[config.mk]
export PLATFORM = sky130hd
export DESIGN_NAME = rr_mux_select_ctrl
export DESIGN_NICKNAME = d
export VERILOG_FILES = /design/src/rtl/rr_mux_select_pkg.sv /design/src/rtl/rr_mux_select_ctrl_pick.sv /design/src/rtl/rr_mux_select_ctrl.sv
export SDC_FILE = /design/constraint.sdc
export NUM_CORES = 1
export LEC_CHECK = 0
export BUFFER_PORTS_ARGS = -buffer_cell sky130_fd_sc_hd__buf_2
export CORE_AREA = 2 2 46 59
export CTS_CLUSTER_SIZE = 16
export DETAILED_ROUTE_END_ITERATION = 10
export DIE_AREA = 0 0 48 61
export PLACE_DENSITY = 0.88
export SLEW_MARGIN = 20
export SYNTH_ARGS = -nofsm -noshare
export SYNTH_HDL_FRONTEND = slang
export SYNTH_SLANG_ARGS = --single-unit
[constraint.sdc]
create_clock -name clk -period 2.15 [get_ports clk]
set_input_delay 0.43 -clock clk [delete_from_list [all_inputs] [get_ports clk]]
set_output_delay 0.43 -clock clk [all_outputs]
set_load 0.01 [all_outputs]
[src/rtl/rr_mux_select_pkg.sv]
// -----------------------------------------------------------------------------
// rr_mux_select_pkg
// Shared types and constants for the round-robin 4:1 mux select controller.
//   state_e        : controller FSM states (IDLE, SEL, HOLD)
//   N_CH, SEL_W    : channel count and select width (fixed 4 / 2)
//   DEFAULT_WIDTH  : default data width of the mux channels
//   onehot4()      : 2-bit channel index to one-hot grant vector
// -----------------------------------------------------------------------------
package rr_mux_select_pkg;

   localparam int N_CH          = 4;
   localparam int SEL_W         = 2;
   localparam int DEFAULT_WIDTH = 16;

   typedef enum logic [1:0] {
      IDLE = 2'd0,
      SEL  = 2'd1,
      HOLD = 2'd2
   } state_e;

   function automatic logic [N_CH-1:0] onehot4(input logic [SEL_W-1:0] idx);
      return 4'b0001 << idx;
   endfunction

endpackage

[src/rtl/rr_mux_select_ctrl_pick.sv]
// -----------------------------------------------------------------------------
// rr_pick4
// Combinational rotating-priority picker for four requesters.
// The search starts at ptr and wraps ptr, ptr+1, ptr+2, ptr+3 (mod 4);
// the first set request bit found is the winner.
//   req    [3:0] in  : request vector
//   ptr    [1:0] in  : highest-priority channel for this pick
//   winner [1:0] out : chosen channel (0 when no request)
//   any          out : at least one request is set
// -----------------------------------------------------------------------------
module rr_pick4
   import rr_mux_select_pkg::*;
(
   input  logic [N_CH-1:0]  req,
   input  logic [SEL_W-1:0] ptr,
   output logic [SEL_W-1:0] winner,
   output logic             any
);

   logic [SEL_W-1:0] idx;
   logic             found;

   always_comb begin
      winner = '0;
      found  = 1'b0;
      idx    = '0;
      for (int i = 0; i < N_CH; i++) begin
         // 2-bit addition wraps naturally, giving the mod-4 search order.
         idx = ptr + SEL_W'(i);
         if (!found && req[idx]) begin
            winner = idx;
            found  = 1'b1;
         end
      end
   end

   assign any = |req;

endmodule

[src/rtl/rr_mux_select_ctrl.sv]
// -----------------------------------------------------------------------------
// rr_mux_select_ctrl
// Round-robin controller wrapped around a combinational 16-bit 4:1 mux.
// It picks one of four requesters, drives the mux select s from a register,
// captures the mux output d one cycle later and offers the word together
// with its channel number on a valid/ready output.
//
// Build option:
//   RR_MUX_SELECT_FIXED_PRIO_EN : when defined, the pointer is held at 0 and
//                                 channel 0 always has highest priority.
//                                 Undefined (default): round-robin rotation.
//
// Ports:
//   clk        in   rising-edge clock
//   rst        in   synchronous reset, active-high
//   req  [3:0] in   per-channel level request, held until its gnt pulse
//   s    [1:0] out  registered mux select
//   d    [W]   in   mux output, sampled only in SEL
//   gnt  [3:0] out  one-hot, one-cycle pulse in the first HOLD cycle
//   out_data   out  captured word
//   out_chan   out  channel index of out_data
//   out_valid  out  out_data/out_chan valid
//   out_ready  in   consumer accepts when out_valid && out_ready
//   dbg_state  out  current FSM state (rr_mux_select_pkg::state_e encoding)
//   dbg_ptr    out  current round-robin pointer
//
// Handshake: a word transfers on every rising edge where out_valid and
// out_ready are both 1. Once raised, out_valid stays high and out_data /
// out_chan stay stable until that transfer; out_valid never depends
// combinationally on out_ready.
// -----------------------------------------------------------------------------
module rr_mux_select_ctrl
   import rr_mux_select_pkg::*;
#(
   parameter int WIDTH = DEFAULT_WIDTH
) (
   input  logic             clk,
   input  logic             rst,
   input  logic [N_CH-1:0]  req,
   output logic [SEL_W-1:0] s,
   input  logic [WIDTH-1:0] d,
   output logic [N_CH-1:0]  gnt,
   output logic [WIDTH-1:0] out_data,
   output logic [SEL_W-1:0] out_chan,
   output logic             out_valid,
   input  logic             out_ready,
   output logic [1:0]       dbg_state,
   output logic [SEL_W-1:0] dbg_ptr
);

   localparam logic [1:0] ST_IDLE = IDLE;
   localparam logic [1:0] ST_SEL  = SEL;
   localparam logic [1:0] ST_HOLD = HOLD;

   logic [1:0]       state_q,     state_d;
   logic [SEL_W-1:0] s_q,         s_d;
   logic [SEL_W-1:0] ptr_q,       ptr_d;
   logic [N_CH-1:0]  gnt_q,       gnt_d;
   logic [WIDTH-1:0] out_data_q,  out_data_d;
   logic [SEL_W-1:0] out_chan_q,  out_chan_d;
   logic             out_valid_q, out_valid_d;

   logic [SEL_W-1:0] pick_ptr;
   logic [SEL_W-1:0] winner;
   logic             any_req;

`ifdef RR_MUX_SELECT_FIXED_PRIO_EN
   // Fixed priority: search always starts at channel 0.
   assign pick_ptr = '0;
`else
   assign pick_ptr = ptr_q;
`endif

   rr_pick4 u_pick (
      .req    (req),
      .ptr    (pick_ptr),
      .winner (winner),
      .any    (any_req)
   );

   always_comb begin
      state_d     = state_q;
      s_d         = s_q;
      ptr_d       = ptr_q;
      gnt_d       = '0;
      out_data_d  = out_data_q;
      out_chan_d  = out_chan_q;
      out_valid_d = out_valid_q;

      case (state_q)
         ST_IDLE: begin
            if (any_req) begin
               s_d     = winner;
               state_d = ST_SEL;
            end
         end
         ST_SEL: begin
            // s has been stable for a full cycle, so d reflects channel s_q.
            // The grant is committed even if req[s_q] has dropped meanwhile.
            out_data_d  = d;
            out_chan_d  = s_q;
            out_valid_d = 1'b1;
            gnt_d       = onehot4(s_q);
`ifdef RR_MUX_SELECT_FIXED_PRIO_EN
            ptr_d       = '0;
`else
            ptr_d       = s_q + 2'd1;
`endif
            state_d     = ST_HOLD;
         end
         ST_HOLD: begin
            if (out_valid_q && out_ready) begin
               out_valid_d = 1'b0;
               state_d     = ST_IDLE;
            end
         end
         default: begin
            state_d = ST_IDLE;
         end
      endcase
   end

   always_ff @(posedge clk) begin
      if (rst) begin
         state_q     <= ST_IDLE;
         s_q         <= '0;
         ptr_q       <= '0;
         gnt_q       <= '0;
         out_data_q  <= '0;
         out_chan_q  <= '0;
         out_valid_q <= 1'b0;
      end else begin
         state_q     <= state_d;
         s_q         <= s_d;
         ptr_q       <= ptr_d;
         gnt_q       <= gnt_d;
         out_data_q  <= out_data_d;
         out_chan_q  <= out_chan_d;
         out_valid_q <= out_valid_d;
      end
   end

   assign s         = s_q;
   assign gnt       = gnt_q;
   assign out_data  = out_data_q;
   assign out_chan  = out_chan_q;
   assign out_valid = out_valid_q;
   assign dbg_state = state_q;
   assign dbg_ptr   = ptr_q;

endmodule

==> out/results.tsv <==
metric	value	unit
fmax	682	MHz
vias	1080	
setup_tns	0	ns
rr_startpoint	dbg_state[1]	
diodes	0	
core_area	2380	µm²
ir_drop	508	µV
start_util	45.7	%
numCtsBuffers	5	
max_stage_delay	0.52	ns
synth_seq_area_share	53.5	%
yosys.area.top_type_share	53.5	%
power_density	847	nW/µm²
reg2reg_setup_slack	0.78	ns
maxSlewHeadroom	64.9	%
post-place-cells	207	
ys_ff_latch	29	
setup_viol	0	
antenna_found_initial	0	
final_layout_size_suffix_gt1_share	35.2	%
num_io_pins	52	
grt_pass1_vias	870	
ant_nets	0	
crit_end	s[0]	
nets	204	
cp.arrival	1.04	ns
post_synth_num_cell_types	21	
synth_top_cells_by_count	38 x nand2_1, 29 x dfxtp_1, 21 x a21oi_1	
cts_hold_buf	0	
cts.sinks	29	
r2r_end	out_data[8]	
post_cts_buffers	0	
place_area	1360	µm²
cts-root-buf	clkbuf_4	
syn_nets	152	
wl_per_cell	11.7	µm
drt_iter0_markers	11	
clkTransAtPathRegs	0.09	ns
postSynthAreaPerCell	8.42	µm²
fin_skew	0.0117	ns
endpoint_kind	primary output	
ys_warn_count	0	
min_period_over_period	68.2	%
instances_no_fill	215	
synthTopCellsByArea	dfxtp_1 53%, nand2_1 13%, a21oi_1 9.7%, nor2_1 3.1%, o41ai_2 3.0%	
max_cap_viol_count	0	
clk-insertion-delay-late	0.32	ns
postSynthCellCount	129	
grt_max_degree	32	
yosysMostFrequentCell	nand2_1	
min_period	1.47	ns
vias_per_cell	5.02	
row_count	20	
clockBufferDepth	2	
critPathSlowestCell	dfxtp_1	
drv_slew	0	
tritoncts	built	
final_area	1430	µm²
grt_setup_unrepaired	no	
grtUsageTotal	18.5	%
cp_cell_sequence	buf_2	
syn_area	1090	µm²
first_pass_iters	4	
tightest_slew	0.527	ns
r2r_cells	4	
holdCritStartpoint	d[13]	
gp_congestion	0.870	
numPortBuffers	51	
hold_viol	0	
crit_family	flip-flops	
async_reset_ff_share	0	%
overflow	0	
yosys.area.top_type	dfxtp_1	
crit_type	reg -> out	
grt_first_pass_wirelength	3640	µm
p_leak	0.000676	µW
hold_class	in -> reg	
die-area	2930	µm²
area_growth_syn_to_layout	32.0	%
synth-edff-count	0	
cts_resized	0	
htree_levels	2	
hpwlAfterDp	1870	µm
cp-startpoint	s[0]	
die_h	61	µm
die_w	48	µm
worstPathRequired	1.72	ns
drc	0	
path_depth	1	
crit_buf_inv	1	
cp-start-kind	flop	
path_max_fanout	9	
status	finished, final reports clean	
synth-main-ff-cell	dfxtp_1	
routed_wl	2510	µm
==> state kept, by name (all words and copies together) (netlist names) <==
name       flops
out_data      16
gnt            4
dbg_ptr        2
dbg_state      2
out_chan       2
s              2
out_valid      1
==> report_power, final <==
part,switching [µW],total (µW),internal [µW]
clock network,179,368,189
logic,128,228,99.6
registers,37.6,619,582
total,344,1220,871
==> cell type report <==
class                           count  area, µm²
Fill cell                         206        943
Sequential cell                    29        581
Multi-Input combinational cell     91        464
Timing Repair Buffer               54        278
Clock buffer                        7       65.1
Tap cell                           33       41.3
Clock inverter                      1       5.00
==> routing by layer <==
| layer | track usage (%) | share of wire (%) | vias up |
|---|---|---|---|
| met4 | 9.65 | 1.6 | 0 |
| li1 | - | - | 534 |
| met1 | 19.4 | 39 | 487 |
| met2 | 29.7 | 51 | 51 |
| met5 | 0 | 0 | - |
| met3 | 9.23 | 8.5 | 8 |
==> cells by family (layout without fill, tap and decap cells) <==
kind of cell | count (synthesis) | after routing | synth area share [%]
flops | 29 | 29 | 53.5
simple gates | 63 | 63 | 26.7
buf+inv | 9 | 62 | 3.80
compound gates | 27 | 27 | 15.2
xor+xnor | 1 | 1 | 0.807
==> through the flow <==
stage          utilization (%)  hold WS, ns  power [µW]  setup slack (ns)
2_1_floorplan                -        0.481         767             0.968
3_3_place_gp              57.4        0.438         848             0.806
3_5_place_dp              57.4        0.444         860             0.779
4_1_cts                   60.3        0.329        1230             0.695
5_1_grt                   60.3        0.321        1290             0.625
6_report                  60.3        0.336        1220             0.683
==> layout by cell type (no fill, tap or decap), types with 2 or more instances in the layout <==
cell / netlist / layout
o41ai_2: 2 / 2
a21oi_1: 21 / 21
dfxtp_1: 29 / 29
nor2b_1: 3 / 3
clkbuf_8: 0 / 2
buf_2: 6 / 51
nor4b_1: 2 / 2
clkbuf_4: 0 / 5
buf_4: 0 / 3
nand2_1: 38 / 38
nor2_1: 9 / 9
nand2b_1: 3 / 3
nand3b_1: 4 / 4
==> worst min path at each step <==
stage,cells after the start,to,slack [ns]
global route,3,out_data[1],0.32
CTS,3,out_data[13],0.33
global placement,2,out_data[2],0.44
finish,3,out_data[13],0.34
floorplan,2,out_chan[0],0.48
detailed placement,2,out_data[7],0.44
No activity file was read; power rests on OpenSTA's default activity.
